==> config.mk <==
export PLATFORM = sky130hd
export DESIGN_NAME = hex_scan_display
export DESIGN_NICKNAME = d
export VERILOG_FILES = /design/src/rtl/hex_scan_display.sv
export SDC_FILE = /design/constraint.sdc
export NUM_CORES = 1
export LEC_CHECK = 0
export ABC_AREA = 1
export CORE_ASPECT_RATIO = 0.9
export CORE_MARGIN = 8
export CORE_UTILIZATION = 60
export DETAILED_ROUTE_END_ITERATION = 12
export GPL_ROUTABILITY_DRIVEN = 0
export PLACE_DENSITY = 0.83
export SYNTH_ARGS = -nofsm -noshare
export SYNTH_HDL_FRONTEND = slang
export SYNTH_SLANG_ARGS = --single-unit
==> constraint.sdc <==
create_clock -name iClk -period 4.73 [get_ports iClk]
set_clock_uncertainty 0.15 [all_clocks]
set_input_delay 0.946 -clock iClk [delete_from_list [all_inputs] [get_ports iClk]]
set_output_delay 0.946 -clock iClk [all_outputs]
set_load 0.05 [all_outputs]
==> src/rtl/hex_scan_display.sv <==
// Scanned multi-digit common-anode 7-segment driver with frame-synchronous updates.
// Optional build macro LEADING_ZERO_BLANK_EN blanks leading zero digits.
module hex_scan_display #(
  parameter int DIGITS   = 4,
  parameter int SCAN_DIV = 50000,
  parameter bit HEX_MODE = 1'b0
) (
  input  logic                  iClk,
  input  logic                  iRst,
  input  logic [4*DIGITS-1:0]   iValue,
  input  logic                  iLoad,
  output logic [6:0]            oSeg,
  output logic [DIGITS-1:0]     oDig,
  output logic                  oFrame
);

  localparam int PW = $clog2(SCAN_DIV);
  localparam int IW = (DIGITS > 1) ? $clog2(DIGITS) : 1;

  logic [PW-1:0]       presc;
  logic [IW-1:0]       idx;
  logic [4*DIGITS-1:0] pending;
  logic [4*DIGITS-1:0] active;
  logic                frame_d;
  logic                tc;
  logic                last;
  logic                boundary;
  logic [3:0]          nib;
  logic                dark;
  logic [6:0]          seg_next;
`ifdef LEADING_ZERO_BLANK_EN
  logic                zero_run;
`endif

  function automatic logic [6:0] glyph(input logic [3:0] n);
    case (n)
      4'h0:    glyph = 7'h3F;
      4'h1:    glyph = 7'h06;
      4'h2:    glyph = 7'h5B;
      4'h3:    glyph = 7'h4F;
      4'h4:    glyph = 7'h66;
      4'h5:    glyph = 7'h6D;
      4'h6:    glyph = 7'h7D;
      4'h7:    glyph = 7'h27;
      4'h8:    glyph = 7'h7F;
      4'h9:    glyph = 7'h67;
      4'hA:    glyph = HEX_MODE ? 7'h77 : 7'h3E;
      4'hB:    glyph = HEX_MODE ? 7'h7C : 7'h3E;
      4'hC:    glyph = HEX_MODE ? 7'h39 : 7'h3E;
      4'hD:    glyph = HEX_MODE ? 7'h5E : 7'h3E;
      4'hE:    glyph = HEX_MODE ? 7'h79 : 7'h3E;
      default: glyph = HEX_MODE ? 7'h71 : 7'h3E;
    endcase
  endfunction

  assign tc       = (presc == PW'(SCAN_DIV - 1));
  assign last     = (idx == IW'(DIGITS - 1));
  assign boundary = tc && last;

  // Leading-zero run is accumulated from the top digit downwards.
  always_comb begin
    nib  = 4'h0;
    dark = 1'b0;
`ifdef LEADING_ZERO_BLANK_EN
    zero_run = 1'b1;
`endif
    for (int k = DIGITS - 1; k >= 0; k--) begin
`ifdef LEADING_ZERO_BLANK_EN
      zero_run = zero_run && (active[4*k +: 4] == 4'h0);
`endif
      if (idx == IW'(k)) begin
        nib = active[4*k +: 4];
`ifdef LEADING_ZERO_BLANK_EN
        dark = zero_run && (k != 0);
`endif
      end
    end
    seg_next = dark ? 7'h7F : ~glyph(nib);
  end

  always_ff @(posedge iClk) begin
    if (iRst) begin
      presc   <= '0;
      idx     <= '0;
      pending <= '0;
      active  <= '0;
      frame_d <= 1'b0;
      oSeg    <= 7'h7F;
      oDig    <= '1;
      oFrame  <= 1'b0;
    end else begin
      presc <= tc ? '0 : presc + 1'b1;
      if (tc) begin
        idx <= last ? '0 : idx + 1'b1;
      end
      if (iLoad) begin
        pending <= iValue;
      end
      // A load on the boundary cycle bypasses pending.
      if (boundary) begin
        active <= iLoad ? iValue : pending;
      end
      frame_d <= boundary;
      oDig    <= ~(DIGITS'(1) << idx);
      oSeg    <= seg_next;
      oFrame  <= frame_d;
    end
  end

endmodule

After elaboration in Yosys (flattened, before gate mapping)

Memory sizes are Yosys's and may differ from the RTL's.
Index checks and enable logic that the tools add are counted.

Register bits after elaboration: 63
Latch bits: 0
Memory bits (writable): 0
Bits in read-only memories: 112
Output and inout bits: 12
Logic and storage cells: 27
Memories: 1

Add/sub/neg operators: 2
$mul: 0
Div/mod/pow operators: 0
Order comparisons: 0
Equality and inequality tests: 4
Shifts and indexed selects: 1
Multiplexer cells: 6
Bitwise operators: 2
Reduce and logical (&&, ||, !) cells: 3

Memory list:

| memory          | words | width | rd ports | clocked after Yosys merged registers in | wr ports | line | source |
|---|---|---|---|---|---|---|---|
| (no name shown) | 16    | 7     | 1        | 0                                       | 0        | 36   | `case (n)` |

Operator list:

| cell                                             | number |
|---|---|
| adder 16 x 1 -> 16 bit (second input constant)   | 1 |
| == test 16 bit (second input constant)           | 1 |
| two-way mux 16 bit                               | 1 |
| two-way mux 4 bit                                | 4 |
| NOT 7 bit                                        | 1 |
| == test 2 bit (second input constant)            | 2 |
| NOT 4 bit                                        | 1 |
| << shifter 1 x 2 -> 4 bit (first input constant) | 1 |
| adder 2 x 1 -> 2 bit (second input constant)     | 1 |
| == test 2 x 1 -> 1 bit (second input constant)   | 1 |
| logical NOT 2 bit                                | 1 |
| two-way mux 2 bit                                | 1 |
| OR reduction 2 bit                               | 1 |
| logical AND 1 bit                                | 1 |

Depth between registers and ports, before layout

Gate-level depths: netlist (run 1).
An unclocked memory read counts as a cell.

Depth after elaboration: 7
Mapped depth: 13

Least setup slack after synthesis (run 1)

No wires, ideal clock.

Path type: input-to-reg
From: in iRst
To: reg presc[10]
Library setup time: 0.122 ns
Arrival: 1.669 ns
Path slack: 2.790 ns
Stages: 5
Buffers on the path: 2
Cells stage by stage: buf_2 > clkinv_1 > nand2_2 > buf_4 > a21oi_1

Word-level cells in the longest chain between the ends: 1

RTL lines:

| what                         | line | source |
|---|---|---|
| start: declaration           | 9    | `input logic iRst,` |
| OR reduction 2 bit (no line) | --   |  |
| end signal: assignment       | 92   | `presc <= tc ? '0 : presc + 1'b1;` |
| end: declaration             | 20   | `logic [PW-1:0] presc;` |

Every way passes these cells.
A chain may end at the register's enable or synchronous reset.

Worst setup path in the final report (run 1)

From: reg oSeg[5]
To: out oSeg[5]

RTL lines:

| what                     | line | source |
|---|---|---|
| start: declaration       | 12   | `output logic [6:0] oSeg,` |
| start signal: assignment | 105  | `oSeg <= seg_next;` |

No word-level cell between the ends.

==> results.json, run 1 <==
{
  "outcome": "finished clean",
  "antenna_cells": 0,
  "fp.dieW_um": 89.4,
  "total_power_mw": 1.11,
  "maxSlewViolCount": 0,
  "hold-worst-slack_ns": 0.266,
  "seqPwrFrac_pct": 49.6,
  "gr-total-overflow": 0,
  "top_level_ports": 31,
  "path_buf_inv": 1,
  "finalHoldViolCount": 0,
  "clockPowerShare_pct": 43.9,
  "hold_path.class": "flip-flop to flip-flop",
  "hold_buffers": 0,
  "grt_max_degree": 33,
  "max-slew-margin-rel_pct": 44.1,
  "combinationalPowerShare_pct": 6.5,
  "finalWorstSetupSlack_ns": 2.19,
  "vias": 2475,
  "initial_utilization_pct": 61.3,
  "crit_required_ns": 3.63,
  "core_um2": 4740,
  "area.growth.synth_to_final_pct": 18.3,
  "fmax_ghz": 0.394,
  "synth.cell_area_um2": 2910,
  "cp_slowest_cell": "clkdlybuf4s50_1",
  "wl_per_cell_um": 10.6,
  "switching_power_uw": 246,
  "post_cts_resize_count": 0,
  "ys_warn_count": 0,
  "worstSetupPathType": "flip-flop to primary output",
  "drt_iter0_drc": 119,
  "internal_power_uw": 860,
  "worstPathMaxFanout": 1,
  "syn-num-nets": 442,
  "fin_nets": 473,
  "dr.pass1.iters": 4,
  "place_ws_ns": 1.91,
  "cp_cell_sequence": "clkdlybuf4s50_1",
  "peakVddDrop_v": 0.000203,
  "wl_um": 5450,
  "post_cts_buffers": 0,
  "max_stage_delay_ns": 0.80,
  "critPathLaunchType": "flip-flop",
  "io_buffers": 30,
  "drive_gt1_share_pct": 7.78,
  "cts.sinks": 63,
  "period_needed_ns": 2.54,
  "rsz0062_at_grt": "no",
  "die_h_um": 82.0,
  "route.detailed.drc": 0,
  "cts_tree": "done",
  "setup_viol": 0,
  "cts_buffers": 9,
  "cap_violations": 0,
  "htree_levels": 3,
  "period_share_pct": 53.7,
  "leakage_nw": 1.63,
  "grt_pass1_vias": 2234,
  "cp_top_family": "buffers and inverters",
  "antenna_found_initial": 0,
  "vias_per_cell": 4.81,
  "end_kind": "primary output",
  "clk_latency_ns": 0.34,
  "ys_types": 28,
  "ys_seq_elements": 63,
  "die_area_um2": 7330,
  "postSynthAreaPerCell_um2": 7.02,
  "clockBufferDepth": 2,
  "place_hpwl_um": 3990,
  "detail-route-antenna-nets": 0,
  "cellPowerDensity_nw_per_um2": 322,
  "cts_root_buf": "clkbuf_8",
  "swShare_pct": 22.3,
  "worst_pin_slew_ns": 0.835,
  "worstPathArrival_ns": 1.44,
  "synthCells": 414,
  "path_clk_slew_ns": 0.07,
  "seq_area_frac_synth_pct": 43.4,
  "grt_pass1_wl_um": 9250,
  "std_cell_rows": 24,
  "grt.total_usage_pct": 16.3,
  "utilization_pct": 72.4,
  "setup_tns_ns": 0
}
## synthesized netlist by cell type, drive strengths merged
cell	count	share of area (%)
a21oi	18	3.1
nor3	8	1.8
clkbuf	3	0.39
nand4	5	2.1
nor2	67	9.4
or2	2	0.43
o21ai	23	4.0
buf	9	2.2
xor2	2	0.60
nand3b	1	0.26
ha	9	3.9
nand2	101	13
clkinv	1	0.13
dfxtp	63	43
nor2b	1	0.30
inv	75	9.7
nand3	26	5.1
## stage by stage
stage,instance area (um2),instances
finish,3440,515
global route,3440,515
floorplan,2910,414
global placement,3230,499
detailed placement,3230,499
CTS,3440,515
## sequential cells by signal, summed over array words and instances, names as in the netlist
register	cells
oFrame	1
oDig	4
frame_d	1
pending	16
active	16
oSeg	7
presc	16
idx	2
## worst register-to-register path, stage by stage, from the launching register on
cell and delay (ns):
dfxtp_1 0.34, inv_1 0.11, ha_1 0.27, inv_1 0.12
nand3_1 0.08, nand3_1 0.07, a21oi_1 0.30, inv_1 0.12
ha_1 0.31, nor2_1 0.11, nand2_1 0.06, nand2_1 0.05
## final cells by class
cell class	count	area, um2
clock buffers	13	169
clock inverters	3	40.0
fillers	423	1310
inverters	76	285
multi-input cells	263	1280
flip-flops and latches	63	1260
well taps	65	81.3
repair buffers	32	315
## cells by family (layout without fill, tap and decap cells)
kind of cell / count (synthesis) / after routing / share of synthesized area (%)
compound gates: 41 / 41 / 7.06
fa+ha+maj: 9 / 9 / 3.87
simple gates: 211 / 211 / 32.7
xor+xnor: 2 / 2 / 0.603
flops: 63 / 63 / 43.4
buf+inv: 88 / 124 / 12.4
## per-layer routing
layer / vias to the layer above / GRT usage [%] / part of all wire [%] / wire [um]
met2: 64 / 25.8 / 44 / 2420
li1: 1326 / - / - / -
met3: 14 / 7.30 / 6.6 / 361
met4: 0 / 7.30 / 1.8 / 99
met5: - / 0 / 0 / 0
met1: 1071 / 18.6 / 47 / 2570
## layout by cell type (no fill, tap or decap), types with 2 or more instances in the layout
cell / Yosys / layout
nand2_1: 98 / 98
inv_1: 73 / 73
dfxtp_1: 63 / 63
nor2_1: 62 / 62
clkdlybuf4s50_1: 0 / 30
nand3_1: 24 / 24
o21ai_0: 23 / 23
a21oi_1: 18 / 18
clkbuf_8: 0 / 12
ha_1: 9 / 9
nor3_1: 7 / 7
nand2_2: 3 / 3
nor2_2: 3 / 3
nand4_1: 3 / 3
inv_2: 2 / 2
nor2_4: 2 / 2
nand4_4: 2 / 2
or2_2: 2 / 2
xor2_1: 2 / 2
clkinv_2: 0 / 2
buf_4: 3 / 2
## power groups by stage
| stage | Clock [mW] | Combinational (mW) | Sequential (mW) |
|---|---|---|---|
| after CTS | 0.492 | 0.0727 | 0.549 |
| after detailed placement | 0 | 0.0725 | 0.561 |
| after global placement | 0 | 0.0707 | 0.561 |
| after global routing | 0.515 | 0.0810 | 0.550 |
| final | 0.485 | 0.0719 | 0.549 |
| after floorplan | 0 | 0.0338 | 0.571 |
## worst paths after layout
kind,cells past startpoint,slack [ns],start,to
hold / removal,2,0.27,frame_d,oFrame
hold reg to reg,2,0.27,frame_d,oFrame
setup reg to reg,11,2.56,idx[0],oSeg[1]
setup / recovery,1,2.19,oSeg[5],oSeg[5]
No activity file was read; power rests on OpenSTA's default activity.
==> inputs of run 2 (changes only) <==
--- a/config.mk
+++ b/config.mk
@@ -8,10 +8,10 @@
 export ABC_AREA = 1
 export CORE_ASPECT_RATIO = 0.9
 export CORE_MARGIN = 8
-export CORE_UTILIZATION = 60
+export CORE_UTILIZATION = 50
 export DETAILED_ROUTE_END_ITERATION = 12
 export GPL_ROUTABILITY_DRIVEN = 0
-export PLACE_DENSITY = 0.83
+export PLACE_DENSITY = 0.74
 export SYNTH_ARGS = -nofsm -noshare
 export SYNTH_HDL_FRONTEND = slang
 export SYNTH_SLANG_ARGS = --single-unit
==> constraint.sdc (replaced) <==
create_clock -name iClk -period 2.2 [get_ports iClk]
set_clock_uncertainty 0.15 [all_clocks]
set_input_delay 0.44 -clock iClk [delete_from_list [all_inputs] [get_ports iClk]]
set_output_delay 0.44 -clock iClk [all_outputs]
set_load 0.05 [all_outputs]
==> run 2 against run 1 <==
Effect of this change: via count decreased by 0.85%; combinational power rose by 120%; die area rose by 16%; sequential power rose by 110%; register-to-register slack got worse by 2.3 ns; sequential cell count unchanged; highest routed layer unchanged.
==> results.json, run 2 (same netlist as run 1, synthesis figures left out) <==
{
  "outcome": "finished clean",
  "grt_pass1_vias": 2349,
  "cts_root_buf": "clkbuf_8",
  "gr-total-overflow": 0,
  "antenna_found_initial": 0,
  "vias_per_cell": 4.68,
  "die_h_um": 88.3,
  "clockBufferDepth": 2,
  "worst_hold_path.num_cells": 2,
  "io_buffers": 30,
  "cp_cell_sequence": "clkdlybuf4s50_1",
  "finalHoldViolCount": 0,
  "path_buf_inv": 1,
  "grt.busiest_layer": "met2",
  "die_area_um2": 8510,
  "final_common_cell": "nand2_1",
  "cp_top_family": "buffers and inverters",
  "grt_pass1_wl_um": 10100,
  "area.growth.synth_to_final_pct": 19.5,
  "drt_iter0_drc": 167,
  "fin_nets": 477,
  "cts_buffers": 9,
  "antenna_cells": 0,
  "regToRegSetupSlack_ns": 0.24,
  "end_kind": "primary output",
  "dr.pass1.iters": 4,
  "period_needed_ns": 2.04,
  "hold_path.class": "flip-flop to flip-flop",
  "critPathLaunchType": "flip-flop",
  "use_met2_pct": 23.2,
  "worst_pin_slew_ns": 0.502,
  "cap_violations": 0,
  "worstSetupPathType": "flip-flop to primary output",
  "hold-worst-slack_ns": 0.258,
  "std_cell_rows": 26,
  "route.detailed.drc": 0,
  "cellPowerDensity_nw_per_um2": 666,
  "internal_power_mw": 1.79,
  "max_stage_delay_ns": 0.80,
  "cts.sinks": 63,
  "seqPwrFrac_pct": 51.0,
  "vias": 2454,
  "initial_utilization_pct": 51.3,
  "worstPathArrival_ns": 1.45,
  "clk_latency_ns": 0.34,
  "setup_tns_ns": 0,
  "fmax_ghz": 0.491,
  "setup_viol": 0,
  "swShare_pct": 22.6,
  "r2r_start": "idx[0]",
  "place_ws_ns": 0.0990,
  "rr_worst_depth": 12,
  "reg2reg_to": "oSeg[0]",
  "grt_use_met3_pct": 6.02,
  "combinationalPowerShare_pct": 6.9,
  "switching_power_uw": 523,
  "wl_um": 5710,
  "htree_levels": 3,
  "cp_slowest_cell": "clkdlybuf4s50_1",
  "cts_tree": "done",
  "fp.dieW_um": 96.4,
  "grt.total_usage_pct": 15.1,
  "detail-route-antenna-nets": 0,
  "largestRegisters": "active (16), pending (16), presc (16)",
  "leakage_nw": 1.65,
  "maxSlewViolCount": 0,
  "drive_gt1_share_pct": 8.81,
  "grt_max_degree": 33,
  "core_um2": 5660,
  "worstHoldEndpoint": "oFrame",
  "path_clk_slew_ns": 0.06,
  "fill_cells": 541,
  "most-common-layout-cells": "nand2_1 (98), inv_1 (73), dfxtp_1 (63)",
  "clockPowerShare_pct": 42.0,
  "hold_start": "frame_d",
  "wl_per_cell_um": 10.9,
  "place_hpwl_um": 4220,
  "max-slew-margin-rel_pct": 66.5,
  "grt_util_met1_pct": 18.1,
  "finalWorstSetupSlack_ns": 0.165,
  "top_level_ports": 31,
  "worstPathMaxFanout": 1,
  "post_cts_buffers": 0,
  "rsz0062_at_grt": "no",
  "period_share_pct": 92.5,
  "crit_required_ns": 1.61,
  "peakVddDrop_v": 0.000467
}
-- run 2: cell count changes in the layout (fill, tap and decap cells not counted) --
| cell | previous run | this run |
|---|---|---|
| clkbuf_8 | 12 | 10 |
| ha_2 | 0 | 1 |
| clkbuf_1 | 1 | 2 |
| buf_4 | 2 | 5 |
| o21ai_0 | 23 | 22 |
| buf_12 | 0 | 1 |
| o21ai_2 | 0 | 1 |
| clkinv_2 | 2 | 3 |
| ha_1 | 9 | 8 |
-- run 2: how the worst max path moves through the flow --
stage | start | end | cells after the start
global route | idx[0] | oSeg[0] | 13
floorplan | idx[0] | oSeg[0] | 13
finish | oDig[3] | oDig[3] | 1
global placement | idx[0] | oSeg[0] | 13
detailed placement | idx[0] | oSeg[0] | 13
CTS | idx[0] | oSeg[0] | 13
-- run 2: per-stage QoR --
| stage | instance area, um2 | utilization [%] | cells | total power [mW] |
|---|---|---|---|---|
| floorplan | 2910 | - | 414 | 1.30 |
| global placement | 3280 | 57.9 | 508 | 1.37 |
| detailed placement | 3280 | 57.9 | 508 | 1.37 |
| CTS | 3470 | 61.3 | 524 | 2.34 |
| global route | 3470 | 61.4 | 524 | 2.42 |
| finish | 3470 | 61.4 | 524 | 2.31 |
-- run 2: routing by layer --
metal,wire [um],share of wire (%),vias to the layer above
met4,71,1.2,0
li1,-,-,1325
met5,0,0,-
met3,330,5.8,7
met1,2750,48,1071
met2,2560,45,51
-- run 2: repair_timing --
action                     CTS  global route
hold buffers                 0             0
gates resized for setup      0             3
setup endpoints to repair    0             5
-- run 2: final cells by class --
| class | instances | area, um2 | area share, % |
|---|---|---|---|
| clock buffer | 12 | 145 | 4.18 |
| clock inverter | 4 | 45.0 | 1.30 |
| inverter | 76 | 285 | 8.21 |
| multi-input combinational | 263 | 1290 | 37.2 |
| sequential | 63 | 1260 | 36.3 |
| tap | 70 | 87.6 | 2.52 |
| timing repair buffer | 36 | 358 | 10.3 |
-- run 2: power groups by stage --
stage / Sequential, mW / Combinational, mW / Clock [mW]
finish: 1.18 / 0.161 / 0.972
detailed placement: 1.21 / 0.162 / 0
global route: 1.18 / 0.181 / 1.06
CTS: 1.18 / 0.163 / 1.00
floorplan: 1.23 / 0.0728 / 0
global placement: 1.21 / 0.161 / 0
==> inputs of run 3 (changes only) <==
--- a/config.mk
+++ b/config.mk
@@ -8,10 +8,10 @@
 export ABC_AREA = 1
 export CORE_ASPECT_RATIO = 0.9
 export CORE_MARGIN = 8
-export CORE_UTILIZATION = 50
+export CORE_UTILIZATION = 60
 export DETAILED_ROUTE_END_ITERATION = 12
 export GPL_ROUTABILITY_DRIVEN = 0
-export PLACE_DENSITY = 0.74
+export PLACE_DENSITY = 0.83
 export SYNTH_ARGS = -nofsm -noshare
 export SYNTH_HDL_FRONTEND = slang
 export SYNTH_SLANG_ARGS = --single-unit
==> constraint.sdc (replaced) <==
create_clock -name iClk -period 2.4 [get_ports iClk]
set_clock_uncertainty 0.15 [all_clocks]
set_input_delay 0.48 -clock iClk [delete_from_list [all_inputs] [get_ports iClk]]
set_output_delay 0.48 -clock iClk [all_outputs]
set_load 0.05 [all_outputs]
==> run 3 against run 2 <==
Effect of this change: clock-buffer cell count fell by 3; sequential share of layout area is 0.44 points higher; total power fell by 7.9%; final cell count fell by 1.5%; cell area down 1.2%; non-clock buffer count is 3 lower; sequential cell count is the same; clock power is 7.0% lower; global-route usage rose by 2.3 points; die area down 14%.
==> results.json, run 3 (same netlist as run 1, synthesis figures left out) <==
{
  "route.detailed.drc": 0,
  "most-common-layout-cells": "nand2_1 (98), inv_1 (73), dfxtp_1 (63)",
  "seqCellArea_um2": 1260,
  "multi_input_area_um2": 1280,
  "grt.total_usage_pct": 17.4,
  "hold_path.class": "flip-flop to flip-flop",
  "regToRegSetupSlack_ns": 0.24,
  "cellPowerDensity_nw_per_um2": 621,
  "dpl_cell_area_um2": 3240,
  "maxSlewViolCount": 0,
  "htree_levels": 3,
  "antenna_cells": 0,
  "combinationalPowerShare_pct": 6.7,
  "swShare_pct": 24.3,
  "fin_nets": 474,
  "worstPathArrival_ns": 2.30,
  "drive_gt1_share_pct": 8.20,
  "setup_viol": 0,
  "critPathLaunchType": "flip-flop",
  "fin_area_um2": 3430,
  "reg2reg_to": "oSeg[1]",
  "outcome": "finished clean",
  "grt_pass1_wl_um": 9850,
  "cts_root_buf": "clkbuf_8",
  "std_cell_rows": 24,
  "final_common_cell": "nand2_1",
  "wl_um": 5710,
  "hold-worst-slack_ns": 0.263,
  "place_hpwl_um": 4130,
  "vias_per_cell": 4.88,
  "core_um2": 4740,
  "grt_max_degree": 33,
  "seqPwrFrac_pct": 50.8,
  "vias": 2516,
  "max-slew-margin-rel_pct": 62.6,
  "initial_utilization_pct": 61.3,
  "fp.dieW_um": 89.4,
  "grt_pass1_vias": 2356,
  "internal_power_mw": 1.61,
  "worst_hold_path.num_cells": 2,
  "fmax_ghz": 0.462,
  "period_needed_ns": 2.16,
  "gr-total-overflow": 0,
  "worstSetupPathType": "flip-flop to flip-flop",
  "setup_tns_ns": 0,
  "largestRegisters": "active (16), pending (16), presc (16)",
  "period_share_pct": 90.2,
  "detail-route-antenna-nets": 0,
  "die_area_um2": 7330,
  "worst_pin_slew_ns": 0.555,
  "cap_violations": 0,
  "end_kind": "flip-flop",
  "worstHoldEndpoint": "oFrame",
  "fill_cells": 408,
  "clockPowerShare_pct": 42.5,
  "dr.pass1.iters": 4,
  "area.growth.synth_to_final_pct": 18.1,
  "crit_required_ns": 2.54,
  "clk_latency_ns": 0.35,
  "cts_buffers": 9,
  "cts.sinks": 63,
  "wl_per_cell_um": 11.1,
  "r2r_start": "idx[0]",
  "finalHoldViolCount": 0,
  "post_cts_buffers": 0,
  "io_buffers": 30,
  "peakVddDrop_v": 0.000527,
  "hold_start": "frame_d",
  "hold_buffers": 0,
  "path_clk_slew_ns": 0.07,
  "rsz0062_at_grt": "no",
  "switching_power_uw": 517,
  "antenna_found_initial": 0,
  "die_h_um": 82.0,
  "clockBufferDepth": 2,
  "top_level_ports": 31,
  "post_cts_resize_count": 0,
  "utilization_pct": 72.3,
  "cts_tree": "done",
  "leakage_nw": 1.62,
  "rr_worst_depth": 10,
  "drt_iter0_drc": 185,
  "worstPathMaxFanout": 8
}
[run 3: worst max path at each step]
stage | start | to | slack [ns] | depth (start not counted)
6_report | idx[0] | oSeg[1] | 0.24 | 10
4_1_cts | idx[0] | oSeg[1] | 0.25 | 10
5_1_grt | idx[0] | oSeg[1] | 0.04 | 10
3_3_place_gp | idx[0] | oSeg[0] | 0.43 | 13
3_5_place_dp | idx[0] | oSeg[0] | 0.29 | 13
2_1_floorplan | idx[0] | oSeg[0] | 0.53 | 13
[run 3: layer usage]
metal | track usage [%] | share of wire [%] | vias to the layer above
met4 | 8.79 | 2.8 | 0
met5 | 0 | 0 | -
met1 | 19.2 | 46 | 1113
li1 | - | - | 1321
met3 | 7.00 | 5.1 | 21
met2 | 28.4 | 46 | 61
[run 3: worst max-delay path, cell delays in order (launching register included)]
cell and delay (ns):
dfxtp_1 0.39, ha_1 0.42, nand2_1 0.14, nand2_1 0.08
nand3_1 0.06, nand2_1 0.06, o21ai_0 0.18, ha_1 0.37
nor2_1 0.13, nand2_1 0.06, nand2_1 0.05
[run 3: per-stage QoR]
step,setup slack (ns),power [mW],instances
after floorplan,0.530,1.19,414
after global placement,0.426,1.25,500
after detailed placement,0.293,1.25,500
after CTS,0.246,2.15,516
after global routing,0.0417,2.21,516
final,0.236,2.13,516
[run 3: power by group through the flow]
| stage | sequential, mW | combinational, mW | clock, mW |
|---|---|---|---|
| CTS | 1.08 | 0.145 | 0.923 |
| global route | 1.08 | 0.162 | 0.967 |
| finish | 1.08 | 0.144 | 0.904 |
| detailed placement | 1.11 | 0.144 | 0 |
| global placement | 1.10 | 0.141 | 0 |
| floorplan | 1.13 | 0.0667 | 0 |
[run 3: cell type report]
type,instances,area share (%)
multi-input cells,263,37.4
flip-flops and latches,63,36.7
repair buffers,33,9.41
inverters,76,8.31
clock buffers,9,3.61
well taps,65,2.37
clock inverters,7,2.11
